File: src/rtl/regfile_pkg.sv
// Shared types and default constants for the parametrised register file with clear sequencer.
package regfile_pkg;

  typedef enum logic [0:0] {
    RF_CLEAR,
    RF_IDLE
  } rf_state_e;

  localparam int unsigned RF_XLEN      = 64;
  localparam int unsigned RF_NREGS     = 32;
  localparam int unsigned RF_ZERO_ADDR = 0;

endpackage

File: src/rtl/regfile_clear_ctrl.sv
// Clear sequencer: walks clr_ptr from 1 to NREGS-1 after reset or on clear_req, holding busy high.
module regfile_clear_ctrl
  import regfile_pkg::*;
#(
  parameter int unsigned NREGS = RF_NREGS,
  parameter int unsigned AW    = $clog2(NREGS)
) (
  input  logic          clk,
  input  logic          rst_n,
  input  logic          clear_req,
  output logic          clr_we,
  output logic [AW-1:0] clr_addr,
  output logic          idle,
  output logic          busy
);

  localparam logic [AW-1:0] LastAddr  = AW'(NREGS - 1);
  localparam logic [AW-1:0] FirstAddr = AW'(1);

  rf_state_e     state_q, state_d;
  logic [AW-1:0] ptr_q, ptr_d;
  logic          busy_q, busy_d;

  always_ff @(posedge clk) begin
    if (!rst_n) begin
      state_q <= RF_CLEAR;
      ptr_q   <= FirstAddr;
      busy_q  <= 1'b1;
    end else begin
      state_q <= state_d;
      ptr_q   <= ptr_d;
      busy_q  <= busy_d;
    end
  end

  always_comb begin
    state_d  = state_q;
    ptr_d    = ptr_q;
    busy_d   = busy_q;
    clr_we   = 1'b0;
    clr_addr = ptr_q;
    idle     = 1'b0;
    unique case (state_q)
      RF_CLEAR: begin
        clr_we = 1'b1;
        if (ptr_q == LastAddr) begin
          state_d = RF_IDLE;
          busy_d  = 1'b0;
        end else begin
          ptr_d = ptr_q + FirstAddr;
        end
      end
      RF_IDLE: begin
        idle = 1'b1;
        if (clear_req) begin
          state_d = RF_CLEAR;
          ptr_d   = FirstAddr;
          busy_d  = 1'b1;
        end
      end
      default: begin
        state_d = RF_CLEAR;
        ptr_d   = FirstAddr;
        busy_d  = 1'b1;
      end
    endcase
  end

  assign busy = busy_q;

endmodule

File: src/rtl/regfile_nrp_clr.sv
// 1W/2R register file, x0 hardwired to zero, registered reads, hardware clear sequencer.
// Define REGFILE_BYPASS_EN to forward same-cycle write data to a matching read port.
module regfile_nrp_clr
  import regfile_pkg::*;
#(
  parameter int unsigned XLEN  = RF_XLEN,
  parameter int unsigned NREGS = RF_NREGS,
  localparam int unsigned AW   = $clog2(NREGS)
) (
  input  logic            clk,
  input  logic            rst_n,
  input  logic            clear_req,
  input  logic            we,
  input  logic [AW-1:0]   waddr,
  input  logic [XLEN-1:0] wdata,
  input  logic            re,
  input  logic [AW-1:0]   ra,
  input  logic [AW-1:0]   rb,
  output logic [XLEN-1:0] dout_a,
  output logic [XLEN-1:0] dout_b,
  output logic            busy
);

  localparam logic [AW-1:0] ZeroAddr = AW'(RF_ZERO_ADDR);

  logic            clr_we;
  logic [AW-1:0]   clr_addr;
  logic            idle;

  logic            ext_we;
  logic            mem_we;
  logic [AW-1:0]   mem_waddr;
  logic [XLEN-1:0] mem_wdata;
  logic [XLEN-1:0] rd_a, rd_b;
  logic [XLEN-1:0] dout_a_q, dout_b_q;

  // Entry 0 is never written nor read; it only keeps indexing in range.
  logic [XLEN-1:0] mem [NREGS];

  regfile_clear_ctrl #(
    .NREGS (NREGS),
    .AW    (AW)
  ) u_clear_ctrl (
    .clk       (clk),
    .rst_n     (rst_n),
    .clear_req (clear_req),
    .clr_we    (clr_we),
    .clr_addr  (clr_addr),
    .idle      (idle),
    .busy      (busy)
  );

  // A clear request wins over a write presented in the same cycle.
  assign ext_we    = idle && !clear_req && we && (waddr != ZeroAddr);
  assign mem_we    = rst_n && (clr_we || ext_we);
  assign mem_waddr = clr_we ? clr_addr : waddr;
  assign mem_wdata = clr_we ? '0 : wdata;

  always_ff @(posedge clk) begin
    if (mem_we) begin
      mem[mem_waddr] <= mem_wdata;
    end
  end

  always_comb begin
    rd_a = '0;
    rd_b = '0;
`ifdef REGFILE_BYPASS_EN
    if (ra != ZeroAddr) rd_a = (ext_we && waddr == ra) ? wdata : mem[ra];
    if (rb != ZeroAddr) rd_b = (ext_we && waddr == rb) ? wdata : mem[rb];
`else
    if (ra != ZeroAddr) rd_a = mem[ra];
    if (rb != ZeroAddr) rd_b = mem[rb];
`endif
  end

  always_ff @(posedge clk) begin
    if (!rst_n || !idle || clear_req) begin
      dout_a_q <= '0;
      dout_b_q <= '0;
    end else if (re) begin
      dout_a_q <= rd_a;
      dout_b_q <= rd_b;
    end
  end

  assign dout_a = dout_a_q;
  assign dout_b = dout_b_q;

endmodule

File: config.mk
export PLATFORM = sky130hd
export DESIGN_NAME = regfile_nrp_clr
export DESIGN_NICKNAME = d
export VERILOG_FILES = /design/src/rtl/regfile_pkg.sv /design/src/rtl/regfile_clear_ctrl.sv /design/src/rtl/regfile_nrp_clr.sv
export SDC_FILE = /design/constraint.sdc
export NUM_CORES = 2
export LEC_CHECK = 0
export BUFFER_PORTS_ARGS = -buffer_cell sky130_fd_sc_hd__buf_4
export CAP_MARGIN = 0
export CORE_AREA = 2 2 578 580
export CTS_CLUSTER_DIAMETER = 200
export CTS_CLUSTER_SIZE = 25
export DETAILED_ROUTE_END_ITERATION = 12
export DIE_AREA = 0 0 580 582
export GPL_ROUTABILITY_DRIVEN = 0
export SYNTH_ARGS = -nofsm -noshare
export SYNTH_HDL_FRONTEND = slang
export SYNTH_SLANG_ARGS = --single-unit
File: constraint.sdc
create_clock -name clk -period 10.51 [get_ports clk]
set_input_delay 1.051 -clock clk [delete_from_list [all_inputs] [get_ports clk]]
set_output_delay 1.051 -clock clk [all_outputs]
set_load 0.01 [all_outputs]
* Yosys cells after proc, flatten, opt, wreduce, memory -nomap -nowiden
Memory sizes are Yosys's and may differ from the RTL's.
Cells that the tools add are included.
** Operators by class
- Bitwise gates (word level) :: 1
- Reduce and logical (&&, ||, !) cells :: 15
- Muxes and demuxes :: 17
- Add/sub/neg operators :: 1
- Equal/unequal tests :: 4
** Operators with widths (number)
- $mux 64 :: 3
- $mux 5 :: 3
- $reduce_bool 5->1 :: 3
- $pmux 5 s2 :: 1
- $mux 1 :: 8
- $add 5x1->5 const B :: 1
- $eq 5x5->1 const B :: 1
- $logic_and 1x1->1 :: 4
- $ne 2x2->1 const B :: 2
- $pmux 1 s2 :: 2
- $reduce_and 2->1 :: 2
- $logic_not 1->1 :: 3
- $logic_or 1x1->1 :: 3
- $ne 2x1->1 const B :: 1
- $not 1->1 :: 1
** Storage, ports and cells
- Output and inout bits :: 129
- Logic and storage cells :: 44
- Bits of input ports :: 84
- Memories kept :: 1
- Bits in writable memories :: 2048
- Flip-flop bits (word level) :: 135
** Memories
- mem :: depth 32, bits a word 64, rd ports 2, clocked after memory_dff 0, write ports 1, line regfile_nrp_clr.sv:38 : logic [XLEN-1:0] mem [NREGS];

* Logic depth before layout (Yosys ltp)
- Word-level depth :: 8
- Depth in mapped cells :: 9
- Gate-level depth less buffers :: 7

* Modules after synthesis
A second synthesis with hierarchy kept.
** Second synthesis, totals
- Cells, all modules :: 5417
- Area total of the unflattened synthesis :: 99173.9 um^2
** Modules (own cells, without submodules)
- regfile_nrp_clr :: sequential area each 64061.4 um^2, area an instance 98789.7 um^2, times used 1, cells each 5375
- regfile_clear_ctrl :: sequential area each 140.1 um^2, area an instance 384.1 um^2, times used 1, cells each 42

* Least setup slack after synthesis
OpenSTA, ideal clock, no wires.
- Path type :: input-to-reg
- Start :: input port clear_req
- End :: memory mem[0][0] (netlist name), enable pin
- Data required time :: 10023 ps
- Cell stages on the path :: 5
- Slack :: 5461 ps
- Arrival :: 4562 ps
- Cell sequence :: buf_2 o41ai_1 and3_1 nand2_1 nor2_1
** On the way
- Longest elaborated chain between the ends :: 8
** Ends and longest elaborated chain
- start, declared :: line regfile_nrp_clr.sv:12 : input logic clear_req,
- $logic_not 1->1 :: line regfile_nrp_clr.sv:54 : assign ext_we = idle && !clear_req && we && (waddr != ZeroAddr);
- $logic_and 1x1->1 (3 in series) :: line regfile_nrp_clr.sv:54
- $logic_or 1x1->1 :: line regfile_nrp_clr.sv:55 : assign mem_we = rst_n && (clr_we || ext_we);
- $logic_and 1x1->1 :: line regfile_nrp_clr.sv:55
- $mux 1 :: line regfile_nrp_clr.sv:60 : if (mem_we) begin
- $mux 1 (not written as such) :: line regfile_nrp_clr.sv:61 : mem[mem_waddr] <= mem_wdata;
- end, declared :: line regfile_nrp_clr.sv:38
Every way passes these cells.

* Final worst setup path
- Start :: register u_clear_ctrl.state_q
- End :: memory mem[4][50] (netlist name), enable pin
** On the way
- Longest elaborated chain between the ends :: 8
** Ends and longest elaborated chain
- start, declared :: line regfile_clear_ctrl.sv:20 : rf_state_e state_q, state_d;
- start signal, assigned :: line regfile_clear_ctrl.sv:30 : state_q <= state_d;
- $mux 1 :: line regfile_clear_ctrl.sv:43 : unique case (state_q)
- $logic_and 1x1->1 (3 in series) :: line regfile_nrp_clr.sv:54
- $logic_or 1x1->1 :: line regfile_nrp_clr.sv:55
- $logic_and 1x1->1 :: line regfile_nrp_clr.sv:55
- $mux 1 :: line regfile_nrp_clr.sv:60
- $mux 1 (not written as such) :: line regfile_nrp_clr.sv:61
Parallel ways exist; a longest one is shown, timed or not.

==> results_tabular.tex <==
\begin{tabular}{lr}
\hline
Metric & Value \\
\hline
\multicolumn{2}{l}{\textbf{Outcome}} \\
Status & finished clean \\
\multicolumn{2}{l}{\textbf{STA}} \\
Hold\_ws & 496.6 ps \\
Normalized max-slew margin & 0.2031 \\
Final hold violation count & 0 \\
Final critical-path share of the clock period & 0.4850 \\
Unrepaired setup endpoints after global routing & no \\
Clock skew & 36.17 ps \\
Setup TNS after final layout & 0 ps \\
Time the final worst path needs with I/O delays and setup & 5097 ps \\
Highest clock frequency the design can meet & 196.2 MHz \\
Slew at the pin closest to its max-slew limit & 1195 ps \\
Total of endpoints with negative setup slack in the final report & 0 \\
Number of max-slew violations in the final report & 0 \\
\multicolumn{2}{l}{\textbf{Yosys}} \\
Area fraction in and, or, nand and nor cells after synthesis & 0.02867 \\
Compound-Gate Fraction of Synth Area & 0.05956 \\
Async set or reset register ratio after synthesis & 0 \\
Cells taking the most area after synthesis & sky130\_fd\_sc\_hd\_\_edfxtp\_1 (62\%), sky130\_fd\_sc\_hd\_\_mux4\_2 (17\%), sky130\_fd\_sc\_hd\_\_mux2i\_1 (5.9\%) \\
Top cell type by total area after synthesis & sky130\_fd\_sc\_hd\_\_edfxtp\_1 \\
Number of nets in the synthesized netlist & 5,561 \\
Number of unique standard cell types used by synthesis & 52 \\
Number of warnings issued by yosys & 0 \\
Adder and majority cell fraction of the synthesized area & 0.0002526 \\
Flip-flop and latch count after synthesis & 2,183 \\
Primary flip-flop cell chosen by synthesis mapping & sky130\_fd\_sc\_hd\_\_edfxtp\_1 \\
Post-Synthesis Cells & 5,475 \\
Synthesized area per cell & 18.09 µm² \\
Sequential area share after synthesis & 0.6481 \\
Share of synthesized area spent on multiplexers & 0.2404 \\
Largest family of logic cells by synthesized area & multiplexers \\
Number of flops mapped to enable cells by yosys & 2,048 \\
Share of Yosys cell area claimed by the top area cell type & 0.6209 \\
Cell Area, Synth & 99,050 µm² \\
Fraction of synthesized cell area in xor and xnor cells & 0.0002653 \\
\multicolumn{2}{l}{\textbf{Floorplan}} \\
Chip Width & 580 µm \\
Overall die area & 337,600 µm² \\
Placeable core region & 331,800 µm² \\
Initial core utilization & 0.2985 \\
Num rows & 212 \\
IO Pins & 213 \\
Die Span Y & 582 µm \\
\multicolumn{2}{l}{\textbf{Setup path}} \\
Most common cell on crit path & sky130\_fd\_sc\_hd\_\_buf\_4 \\
Worst reg2reg endpoint & mem[4][50] \\
CP Max Fanout & 44 \\
Critical setup path kind & reg -> reg \\
Worst Setup Start Kind & flip-flop \\
Highest cell delay on the worst timing path & 880 ps \\
Flop2flop setup slack & 5410 ps \\
Reg2Reg Depth & 5 \\
FF-to-FF Start & u\_clear\_ctrl.state\_q \\
Worst-path cell chain & mux2i\_1, nand2\_1, nor2\_4, buf\_4, buf\_4 \\
CP Data Required Time & 10,910 ps \\
Crit path DAT & 5500 ps \\
Slowest CP cell & sky130\_fd\_sc\_hd\_\_nor2\_4 \\
Crit. End Element & flip-flop \\
\multicolumn{2}{l}{\textbf{Routing}} \\
Detail-routed via count per cell & 5.867 \\
Final routed DRC violation total & 0 \\
Length of the first detailed-routing pass in iterations & 6 \\
Final wirelength & 323.7 mm \\
Vias & 58,302 \\
Post-route ant nets & 0 \\
Initial detailed-routing violation count & 7,219 \\
Average wire per standard cell & 32.57 µm \\
\multicolumn{2}{l}{\textbf{Clock tree}} \\
Number of buffers created by CTS & 97 \\
TritonCTS clock tree & built \\
Clock latency at the later pin of the worst-skew pair & 760 ps \\
Longest Clk Path Bufs & 3 \\
Hold\_buf cts & 0 \\
Setup bufs post-CTS & 0 \\
CTS resizes & 0 \\
Clock slew at the register clock pins of the worst setup and hold paths & 110 ps \\
Clock Sinks & 2,183 \\
H-Tree Depth & 3 \\
Clock root buffer & sky130\_fd\_sc\_hd\_\_clkbuf\_16 \\
\multicolumn{2}{l}{\textbf{Power}} \\
Switching power share of the total & 0.2271 \\
Leakage power & 32.75 nW \\
Power density of the placed cells & 137.8 nW/µm² \\
Clock share of power & 0.300 \\
Combinational group share of total power & 0.068 \\
Flop pwr share & 0.632 \\
Maximum vdd ir drop & 0.1364 mV \\
Switching power total & 3.388 mW \\
Total internal power & 11.53 mW \\
\multicolumn{2}{l}{\textbf{Global routing}} \\
Total global routing overflow & 0 \\
GRT Total Usage & 0.1864 \\
Global-route wire length before repair & 452.8 mm \\
Antenna violations before repair & 13 \\
Largest net degree at the start of global routing & 115 \\
Number of global-route vias before repair & 59,532 \\
\multicolumn{2}{l}{\textbf{Min path}} \\
Hold Crit Class & reg -> reg \\
Worst hold path depth & 2 \\
Hold Startpoint & dout\_b[59] \\
End of the worst hold path & dout\_b[59] \\
\multicolumn{2}{l}{\textbf{Final layout}} \\
Layout area overhead & 9.320\% \\
Final core utilization & 0.3263 \\
Number of fillers in the final layout & 31,474 \\
Proportion of layout cells with a drive suffix above 1 & 0.2386 \\
Final Net Count & 5,544 \\
\multicolumn{2}{l}{\textbf{Flow run}} \\
Number of maximum-capacitance violations & 0 \\
\multicolumn{2}{l}{\textbf{Place}} \\
Estimated wirelength of the detail-placed design & 174.1 mm \\
Port bufs & 212 \\
\hline
\end{tabular}
## power groups by stage
stage	combinational (mW)	sequential, mW	clock [mW]
5_1_grt	1.05	9.43	4.85
3_5_place_dp	1.01	9.63	0
4_1_cts	1.01	9.43	4.57
3_3_place_gp	1.01	9.62	0
2_1_floorplan	0.647	9.63	0
6_report	1.01	9.43	4.48
## cells by family after synthesis
family / after synthesis
buf+inv: 461
xor+xnor: 3
flops: 2183
simple gates: 591
fa+ha+maj: 2
mux: 1411
compound gates: 824
## cell usage after synthesis, drive strengths merged (4+ instances only)
cell type,number
o221ai,87
a22oi,60
a211oi,74
a21oi,96
nand4,4
mux4,769
dfxtp,135
and2,71
mux2,54
clkbuf,229
a221o,113
o211ai,10
a2111oi,49
a22o,4
buf,230
edfxtp,2048
mux2i,588
o22ai,54
nor2b,74
a221oi,39
nand2,78
a31oi,57
or2,6
or3,5
nand2b,11
o21ai,169
nor3,121
nor2,206
nand3,6
## placed cells by master (no fill, tap or decap), drive strengths merged, types with 10 or more instances in the layout
cell,n
mux4,769
nand2b,11
nor2b,74
o22ai,54
buf,343
a221oi,39
o221ai,87
dfxtp,135
clkbuf,172
o21ai,169
a22oi,60
a2111oi,49
diode,13
nor2,206
a221o,113
edfxtp,2048
and2,71
mux2,54
mux2i,588
o211ai,10
a31oi,57
a21oi,96
a211oi,74
nor3,121
nand2,78
## stage by stage
stage / instances / setup slack (ps) / instance area, µm² / power, mW
finish: 9937 / 5413 / 108300 / 14.92
global route: 9925 / 5452 / 108300 / 15.34
CTS: 9924 / 5443 / 108300 / 15.01
detailed placement: 9746 / 5149 / 105500 / 10.64
global placement: 9746 / 5207 / 105500 / 10.63
floorplan: 5475 / 5461 / 99050 / 10.27
## layout make-up
cell class              count  area [µm²]  area share
well taps                4387        5489     0.05069
diodes                     13       32.53   0.0003004
flip-flops and latches   2183       64210      0.5929
clock inverters             6       58.81   0.0005431
inverters                   2       7.507  0.00006933
multi-input cells        2831       32960      0.3044
repair buffers            343        2823     0.02607
clock buffers             172        2709     0.02502
## flip-flops by register name, indices dropped and copies added (netlist names)
register               flops
u_clear_ctrl.clr_addr      5
u_clear_ctrl.busy          1
u_clear_ctrl.state_q       1
mem                     2048
dout_a                    64
dout_b                    64
## worst max-delay path by stage
stage | from | to | cells past startpoint
6_report | u_clear_ctrl.state_q | mem[4][50] | 5
5_1_grt | u_clear_ctrl.state_q | mem[5][49] | 5
4_1_cts | u_clear_ctrl.state_q | mem[5][49] | 5
3_5_place_dp | clear_req | mem[5][45] | 7
3_3_place_gp | clear_req | mem[4][41] | 7
2_1_floorplan | clear_req | mem[0][0] | 5
## routing by layer
metal / track usage / routed length, µm / up-vias
li1: - / - / 23010
met1: 0.2515 / 128900 / 31544
met4: 0.05986 / 11230 / 6
met3: 0.03657 / 30940 / 537
met5: 0 / 27 / -
met2: 0.3020 / 152600 / 3205
## critical path: cells and delay by family, from the launching register on
| kind | cells | cell delay [ps] |
|---|---|---|
| buffers and inverters | 2 | 1290 |
| flip-flops | 1 | 800 |
| multiplexers | 1 | 860 |
| AND/OR/NAND/NOR | 2 | 1590 |
(Power assumes the default switching activity.)
